==> config.mk <==
export PLATFORM = sky130hd
export DESIGN_NAME = issue_scoreboard_flat
export DESIGN_NICKNAME = d
export VERILOG_FILES = /design/src/rtl/issue_scoreboard_if.sv /design/src/rtl/issue_scoreboard.sv /design/src/flat_wrapper.sv
export SDC_FILE = /design/constraint.sdc
export NUM_CORES = 1
export LEC_CHECK = 0
export ABC_AREA = 1
export CAP_MARGIN = 20
export CORE_MARGIN = 4
export CORE_UTILIZATION = 55
export DETAILED_ROUTE_END_ITERATION = 10
export PLACE_DENSITY = 0.76
export SKIP_CTS_REPAIR_TIMING = 1
export SYNTH_ARGS = -nofsm -noshare
export SYNTH_HDL_FRONTEND = slang
export SYNTH_SLANG_ARGS = --single-unit
==> constraint.sdc <==
create_clock -name clk -period 7.31 [get_ports clk]
set_clock_uncertainty 0.2 [all_clocks]
set_input_delay 1.462 -clock clk [delete_from_list [all_inputs] [get_ports clk]]
set_output_delay 1.462 -clock clk [all_outputs]
set_load 0.02 [all_outputs]
==> src/rtl/issue_scoreboard_if.sv <==
// Decode/issue/writeback handshake bundle for the issue scoreboard.
// The master side is the pipeline (decoder, execute, writeback); the slave side is the scoreboard.
interface issue_scoreboard_if;
    logic        id_valid;
    logic [4:0]  id_rs1_addr;
    logic [4:0]  id_rs2_addr;
    logic        id_uses_rs1;
    logic        id_uses_rs2;
    logic [4:0]  id_rd_addr;
    logic        id_wb_en;
    logic        id_ready;
    logic        ex_ready;
    logic        issue_fire;
    logic        wb_release;
    logic [4:0]  wb_rd_addr;
    logic [3:0]  inflight;
    logic [31:0] stall_cycles;
    logic        sb_err;

    modport master (
        output id_valid, id_rs1_addr, id_rs2_addr, id_uses_rs1, id_uses_rs2,
        output id_rd_addr, id_wb_en, ex_ready, wb_release, wb_rd_addr,
        input  id_ready, issue_fire, inflight, stall_cycles, sb_err
    );

    modport slave (
        input  id_valid, id_rs1_addr, id_rs2_addr, id_uses_rs1, id_uses_rs2,
        input  id_rd_addr, id_wb_en, ex_ready, wb_release, wb_rd_addr,
        output id_ready, issue_fire, inflight, stall_cycles, sb_err
    );
endinterface

==> src/rtl/issue_scoreboard.sv <==
// Issue-stage register scoreboard: stalls decode on RAW/WAW/in-flight-limit hazards and
// releases registers as writebacks retire. Hazards look only at registered counts.
module issue_scoreboard #(
    parameter int unsigned CNT_W        = 2,
    parameter int unsigned MAX_INFLIGHT = 4
) (
    input logic               clk,
    input logic               rst_n,
    issue_scoreboard_if.slave sb
);
    localparam logic [CNT_W-1:0] PendMax     = {CNT_W{1'b1}};
    localparam logic [3:0]       InflightMax = 4'(MAX_INFLIGHT);

    // Entry 0 is never written, so x0 always reads as not pending.
    logic [CNT_W-1:0] pend_q [32];
    logic [CNT_W-1:0] pend_d [32];
    logic [3:0]       inflight_q, inflight_d;
    logic [31:0]      stall_q, stall_d;
    logic             err_q, err_d;

    logic raw_hazard, waw_hazard, limit_hazard, ready, fire;
    logic inc, rel, rel_bad, rel_ok;

    always_comb begin
        raw_hazard = (sb.id_uses_rs1 && sb.id_rs1_addr != 5'd0 && pend_q[sb.id_rs1_addr] != '0) ||
                     (sb.id_uses_rs2 && sb.id_rs2_addr != 5'd0 && pend_q[sb.id_rs2_addr] != '0);
        waw_hazard   = sb.id_wb_en && sb.id_rd_addr != 5'd0 && pend_q[sb.id_rd_addr] == PendMax;
        limit_hazard = sb.id_wb_en && inflight_q == InflightMax;
        ready        = sb.ex_ready && !(raw_hazard || waw_hazard || limit_hazard);
        fire         = sb.id_valid && ready;
        inc          = fire && sb.id_wb_en && sb.id_rd_addr != 5'd0;
        rel          = sb.wb_release && sb.wb_rd_addr != 5'd0;
        rel_bad      = rel && (pend_q[sb.wb_rd_addr] == '0 || inflight_q == 4'd0);
        rel_ok       = rel && !rel_bad;
    end

    always_comb begin
        pend_d = pend_q;
        if (inc) begin
            pend_d[sb.id_rd_addr] = pend_q[sb.id_rd_addr] + CNT_W'(1);
        end
        // Applied on top of the increment so an issue and release of the same rd cancel out.
        if (rel_ok) begin
            pend_d[sb.wb_rd_addr] = pend_d[sb.wb_rd_addr] - CNT_W'(1);
        end
        pend_d[0] = '0;

        unique case ({inc, rel_ok})
            2'b10:   inflight_d = inflight_q + 4'd1;
            2'b01:   inflight_d = inflight_q - 4'd1;
            default: inflight_d = inflight_q;
        endcase

        stall_d = (sb.id_valid && !ready) ? stall_q + 32'd1 : stall_q;
        err_d   = err_q || rel_bad;
    end

    always_ff @(posedge clk or negedge rst_n) begin
        if (!rst_n) begin
            for (int i = 0; i < 32; i++) begin
                pend_q[i] <= '0;
            end
            inflight_q <= 4'd0;
            stall_q    <= 32'd0;
            err_q      <= 1'b0;
        end else begin
            pend_q     <= pend_d;
            inflight_q <= inflight_d;
            stall_q    <= stall_d;
            err_q      <= err_d;
        end
    end

    assign sb.id_ready     = ready;
    assign sb.issue_fire   = fire;
    assign sb.inflight     = inflight_q;
    assign sb.stall_cycles = stall_q;
    assign sb.sb_err       = err_q;
endmodule

==> src/flat_wrapper.sv <==
// flat-port wrapper written by rule: the top's interface ports become plain ports
module issue_scoreboard_flat 
#(
    parameter int unsigned CNT_W        = 2,
    parameter int unsigned MAX_INFLIGHT = 4
)
  (clk, rst_n, sb_id_valid, sb_id_rs1_addr, sb_id_rs2_addr, sb_id_uses_rs1, sb_id_uses_rs2, sb_id_rd_addr, sb_id_wb_en, sb_ex_ready, sb_wb_release, sb_wb_rd_addr, sb_id_ready, sb_issue_fire, sb_inflight, sb_stall_cycles, sb_sb_err);
  issue_scoreboard_if sb_i ();
  input logic clk;
  input logic rst_n;
  input wire logic [$bits(sb_i.id_valid)-1:0] sb_id_valid;
  input wire logic [$bits(sb_i.id_rs1_addr)-1:0] sb_id_rs1_addr;
  input wire logic [$bits(sb_i.id_rs2_addr)-1:0] sb_id_rs2_addr;
  input wire logic [$bits(sb_i.id_uses_rs1)-1:0] sb_id_uses_rs1;
  input wire logic [$bits(sb_i.id_uses_rs2)-1:0] sb_id_uses_rs2;
  input wire logic [$bits(sb_i.id_rd_addr)-1:0] sb_id_rd_addr;
  input wire logic [$bits(sb_i.id_wb_en)-1:0] sb_id_wb_en;
  input wire logic [$bits(sb_i.ex_ready)-1:0] sb_ex_ready;
  input wire logic [$bits(sb_i.wb_release)-1:0] sb_wb_release;
  input wire logic [$bits(sb_i.wb_rd_addr)-1:0] sb_wb_rd_addr;
  output wire logic [$bits(sb_i.id_ready)-1:0] sb_id_ready;
  output wire logic [$bits(sb_i.issue_fire)-1:0] sb_issue_fire;
  output wire logic [$bits(sb_i.inflight)-1:0] sb_inflight;
  output wire logic [$bits(sb_i.stall_cycles)-1:0] sb_stall_cycles;
  output wire logic [$bits(sb_i.sb_err)-1:0] sb_sb_err;
  assign sb_i.id_valid = sb_id_valid;
  assign sb_i.id_rs1_addr = sb_id_rs1_addr;
  assign sb_i.id_rs2_addr = sb_id_rs2_addr;
  assign sb_i.id_uses_rs1 = sb_id_uses_rs1;
  assign sb_i.id_uses_rs2 = sb_id_uses_rs2;
  assign sb_i.id_rd_addr = sb_id_rd_addr;
  assign sb_i.id_wb_en = sb_id_wb_en;
  assign sb_i.ex_ready = sb_ex_ready;
  assign sb_i.wb_release = sb_wb_release;
  assign sb_i.wb_rd_addr = sb_wb_rd_addr;
  assign sb_id_ready = sb_i.id_ready;
  assign sb_issue_fire = sb_i.issue_fire;
  assign sb_inflight = sb_i.inflight;
  assign sb_stall_cycles = sb_i.stall_cycles;
  assign sb_sb_err = sb_i.sb_err;
  issue_scoreboard #(.CNT_W(CNT_W), .MAX_INFLIGHT(MAX_INFLIGHT)) u_core (.clk(clk), .rst_n(rst_n), .sb(sb_i));
endmodule
# ---- Word-level counts from Yosys, hierarchy flattened
# Index checks and enable logic that the tools add are counted.
dict set report word_totals {
  regBits 99
  elab_cells 111
  out_inout_bits 39
  inputBits 28
}
dict set report classes {
  n_eq_ne 4
  n_mux 24
  order_cmp 6
  bitwise 4
  n_addsub 5
  reduce_logical 34
}
# operator count
set ops {}
lappend ops {{bitwise mux 64 bit} 2}
lappend ops {{2-to-1 mux 64 bit} 1}
lappend ops {{2-to-1 mux 62 bit} 1}
lappend ops {{binary-select mux 2 bit (select 5 bit)} 5}
lappend ops {{adder 32 x 1 -> 32 bit, second input constant} 1}
lappend ops {{greater-or-equal comparator 6 bit, second input constant} 4}
lappend ops {{2-to-1 mux 2 bit} 12}
lappend ops {{inverter 5 -> 6 bit} 4}
lappend ops {{demux 2 bit (select 5 bit)} 2}
lappend ops {{nonzero test 5 bit} 4}
lappend ops {{logical AND 1 bit} 17}
lappend ops {{less-than comparator 6 x 1 -> 1 bit, second input constant} 2}
lappend ops {{one-hot mux 4 bit (2 select lines)} 1}
lappend ops {{nonzero test 2 bit} 3}
lappend ops {{logical OR 1 bit} 5}
lappend ops {{adder 4 x 1 -> 4 bit, second input constant} 1}
lappend ops {{== test 2 bit, second input constant} 2}
lappend ops {{== test 4 x 3 -> 1 bit, second input constant} 1}
lappend ops {{logical NOT 4 bit} 1}
lappend ops {{subtractor 4 x 1 -> 4 bit, second input constant} 1}
lappend ops {{logical NOT 1 bit} 3}
lappend ops {{adder 2 x 1 -> 2 bit, second input constant} 1}
lappend ops {{== test 2 x 1 -> 1 bit, second input constant} 1}
lappend ops {{logical NOT 2 bit} 1}
lappend ops {{subtractor 2 x 1 -> 2 bit, second input constant} 1}

# ---- Logic depth before layout (Yosys ltp)
dict set report logic_depth {
  depth_word 21
  ltp_mapped 30
  ltp_nobuf 27
}

# ---- Least setup slack after synthesis
# Ideal clock, no wire load.
dict set report synth_timing {
  path_kind {input -> output}
  start {input port sb_id_rd_addr[0]}
  end {output port sb_issue_fire}
  setup_slack_ps 2075
  required_ps 5648
  cell_stages 14
  t_arrival_ps 3573
  path_buffers 3
  cell_sequence {nand2_1 -> buf_2 -> buf_1 -> o22ai_1 -> o21ai_0 -> nand4_1 -> or3_1 -> ha_1 -> inv_1 -> o21ai_0 -> inv_1 -> nand3_2 -> nor2_4 -> buf_2}
}
dict set report synth_via {
  elab_chain_cells 11
  word_cells_on_any_way 13
  cone_classes {eq/ne (1); mux (3); bitwise (1); reduce/logical (8)}
}
# element line_no
set synth_rtl {}
lappend synth_rtl {{from (decl)} flat_wrapper.sv:16} ;# input wire logic [$bits(sb_i.id_rd_addr)-1:0] sb_id_rd_addr;
lappend synth_rtl {{inverter 5 -> 6 bit (implied by the code)} issue_scoreboard.sv:27} ;# waw_hazard = sb.id_wb_en && sb.id_rd_addr != 5'd0 && pend_q[sb.id_rd_addr] == PendMax;
lappend synth_rtl {{binary-select mux 2 bit (select 5 bit)} issue_scoreboard.sv:27}
lappend synth_rtl {{2-to-1 mux 2 bit (implied by the code) (2 in series)} issue_scoreboard.sv:27}
lappend synth_rtl {{== test 2 bit} issue_scoreboard.sv:27}
lappend synth_rtl {{logical AND 1 bit *} issue_scoreboard.sv:27}
lappend synth_rtl {{logical OR 1 bit * (2 in series)} issue_scoreboard.sv:29} ;# ready = sb.ex_ready && !(raw_hazard || waw_hazard || limit_hazard);
lappend synth_rtl {{logical NOT 1 bit *} issue_scoreboard.sv:29}
lappend synth_rtl {{logical AND 1 bit *} issue_scoreboard.sv:29}
lappend synth_rtl {{logical AND 1 bit *} issue_scoreboard.sv:30} ;# fire = sb.id_valid && ready;
lappend synth_rtl {{to (decl)} flat_wrapper.sv:22} ;# output wire logic [$bits(sb_i.issue_fire)-1:0] sb_issue_fire;
# Mark *: on every way between the ends. The rest lies on a longest branch, timed or not. The select of a mux whose other input is x is not followed.

# ---- Final worst setup path
dict set report layout_timing {
  start {input port sb_id_rd_addr[1]}
  end {output port sb_issue_fire}
}
# Same word-level chain as after synthesis.

==> results.yml <==
cts:
  clock_latency_ns: 0.36
  clk_pin_slew_ns: 0.08
  cts_tree: "built"
  cts.sinks: 99
  cts_made_buffers: 9
  root_buffer: "clkbuf_16"
  htree_levels: 3
  clock_path_buffers: 2
yosys:
  seq_area_frac_synth: 0.2985
  yosysWarnings: 0
  synth.distinct_cells: 44
  yosys_register_bits: 99
  synth_cells: 1379
  synth_area_um2: 8299
  synth_edf_count: 0
  synth_top_area_share: 0.2985
  syn-num-nets: 1413
  synth_area_leaders: "dfrtp_1 30%, nand2_1 20%, nor2_1 11%, nand3_1 5.8%, inv_1 5.4%"
  async_flop_share: 1.000
  synth_ff_type: "dfrtp_1"
  synth_top_cell_by_area: "dfrtp_1"
  avgSynthCellArea_um2: 6.018
finish:
  fillers: 1474
  syn_to_final_growth_pct: 12.92
  layout.cells.most_common: "nand2_1"
  layout-drive-gt1-share: 0.06084
  fin_util: 0.6400
  fin_area_um2: 9371
  fin_cells: 1614
  antenna_cells: 0
  fin_nets: 1459
  final_cell_mix: "445 x nand2_1, 241 x nor2_1, 119 x inv_1"
global_routing:
  grt_pass1_wl_mm: 46.93
  antenna_found_initial: 0
  grt_use_total: 0.3541
  use_met1: 0.5197
  grt.overflow.total: 0
  grt_max_degree: 71
  met2_usage: 0.5329
  busiest_layer: "met2"
  met3_usage: 0.06301
  grt_pass1_vias: 8667
job:
  cap_violations: 0
floorplan:
  core_um2: 14640
  die_w_um: 130.8
  pin_count: 67
  die_h_um: 130.8
  initial_core_util: 0.5667
  die_area_um2: 17120
  rows: 44
placement:
  port_buffers: 66
  place_congestion: 1.103
  placedInstanceArea_um2: 9071
  place_ws_ns: 0.4816
  dp_hpwl_mm: 21.48
  place_inst: 1597
route:
  drcViolationCount: 0
  num_vias: 9413
  antenna_left: 0
  viasPerCell: 5.832
  routed_wl_mm: 29.89
  dr.pass1.iters: 9
  routedWlPerCell_um: 18.52
  drt_iter0_markers: 1233
worst_setup_path:
  setup.worst_path.class: "in2out"
  crit_path_start_kind: "primary input"
  crit_path_max_fanout: 15
  end_kind: "primary output"
  cp.required_ns: 5.65
  critPathArrivalTime_ns: 5.00
sta:
  tightest_slew_ns: 0.9677
  setup_viol: 0
  worst_slack_ns: 0.6457
  slew_violations: 0
  finalCritPeriodShare: 0.9117
  fmax_ghz: 0.1501
  layout_min_cycle_time_ns: 6.664
  hold_violations: 0
  tns_ns: 0
  rsz0062_at_grt: "false"
  max_slew_margin: 0.3542
power:
  leakagePower_nw: 4.644
  cellPowerDensity_nw_per_um2: 301.6
  vdd_drop_max_mv: 0.2016
min_path:
  hp-class: "reg2reg"
outcome:
  status: "finished, final reports clean"
layout make-up:
class / instances / area (µm²) / area share
repair buffers: 76 / 758.2 / 0.08091
multi-input cells: 1110 / 5129 / 0.5473
well taps: 184 / 230.2 / 0.02457
clock buffers: 9 / 225.2 / 0.02403
flip-flops and latches: 99 / 2477 / 0.2644
clock inverters: 7 / 67.56 / 0.007210
inverters: 129 / 484.2 / 0.05167
sequential cells by signal, summed over array words and instances (netlist names):
name / cells
u_core.sb.inflight: 4
u_core.sb.stall_cycles: 32
u_core.pend_q: 62
u_core.sb.sb_err: 1
cell families (layout without fill, tap and decap cells):
kind of cell,count (synthesis),in the layout,share of synthesized area
XOR/XNOR,33,33,0.03483
buffers and inverters,170,221,0.08382
adder cells (fa/ha/maj),6,6,0.009950
flip-flops,99,99,0.2985
multiplexers,4,4,0.004975
AO/OA/AOI/OAI,206,206,0.1373
AND/OR/NAND/NOR,861,861,0.4306
path summary, 6_finish.rpt:
path	startpoint	to	slack, ns	depth (start not counted)
max	sb_id_rd_addr[1]	sb_issue_fire	0.65	14
min	u_core.sb.stall_cycles[31]	u_core.sb.stall_cycles[31]	0.28	1
max reg2reg	u_core.pend_q[43]	u_core.pend_q[53]	2.46	24
min reg2reg	u_core.sb.stall_cycles[31]	u_core.sb.stall_cycles[31]	0.28	1
max in group asynchronous	rst_n	u_core.sb.inflight[1]	4.86	2
min in group asynchronous	rst_n	u_core.pend_q[28]	0.82	1
metal layers:
layer | up-vias | routed length, µm
li1 | 4506 | -
met1 | 4252 | 12510
met2 | 583 | 12930
met3 | 72 | 3612
met4 | 0 | 835
met5 | - | 0
power by group:
part / switching [mW] / internal, mW
clock: 0.246 / 0.241
sequential: 0.257 / 0.723
combinational: 0.875 / 0.484
total: 1.38 / 1.45
worst max-delay path, stage by stage:
cell             delay [ns]
clkdlybuf4s50_1        0.60
nor2_2                 0.15
inv_1                  0.46
o22ai_1                0.16
o21ai_0                0.21
nand4_1                0.16
or3_1                  0.40
ha_1                   0.18
inv_1                  0.09
o21ai_0                0.12
inv_1                  0.09
nand3_2                0.16
nor2_4                 0.13
clkdlybuf4s50_1        0.63
stage by stage:
stage                     hold slack [ns]  total power, mW
after global routing               0.2818            3.012
final                              0.2771            2.826
after floorplan                    0.3654            1.821
after detailed placement           0.2603            2.290
after global placement             0.2458            2.278
after CTS                          0.2750            2.781
cell usage after synthesis (all sizes together), types with 8 or more instances:
cell / n
or2: 32
nand2: 448
o21ai: 95
nor3: 12
nand3: 98
a22oi: 8
dfrtp: 99
nand4: 10
buf: 24
inv: 127
xnor2: 14
nor2: 254
o221ai: 9
xor2: 19
o22ai: 13
clkbuf: 17
a21oi: 69
Note: power is estimated with default switching activity, not from simulation.
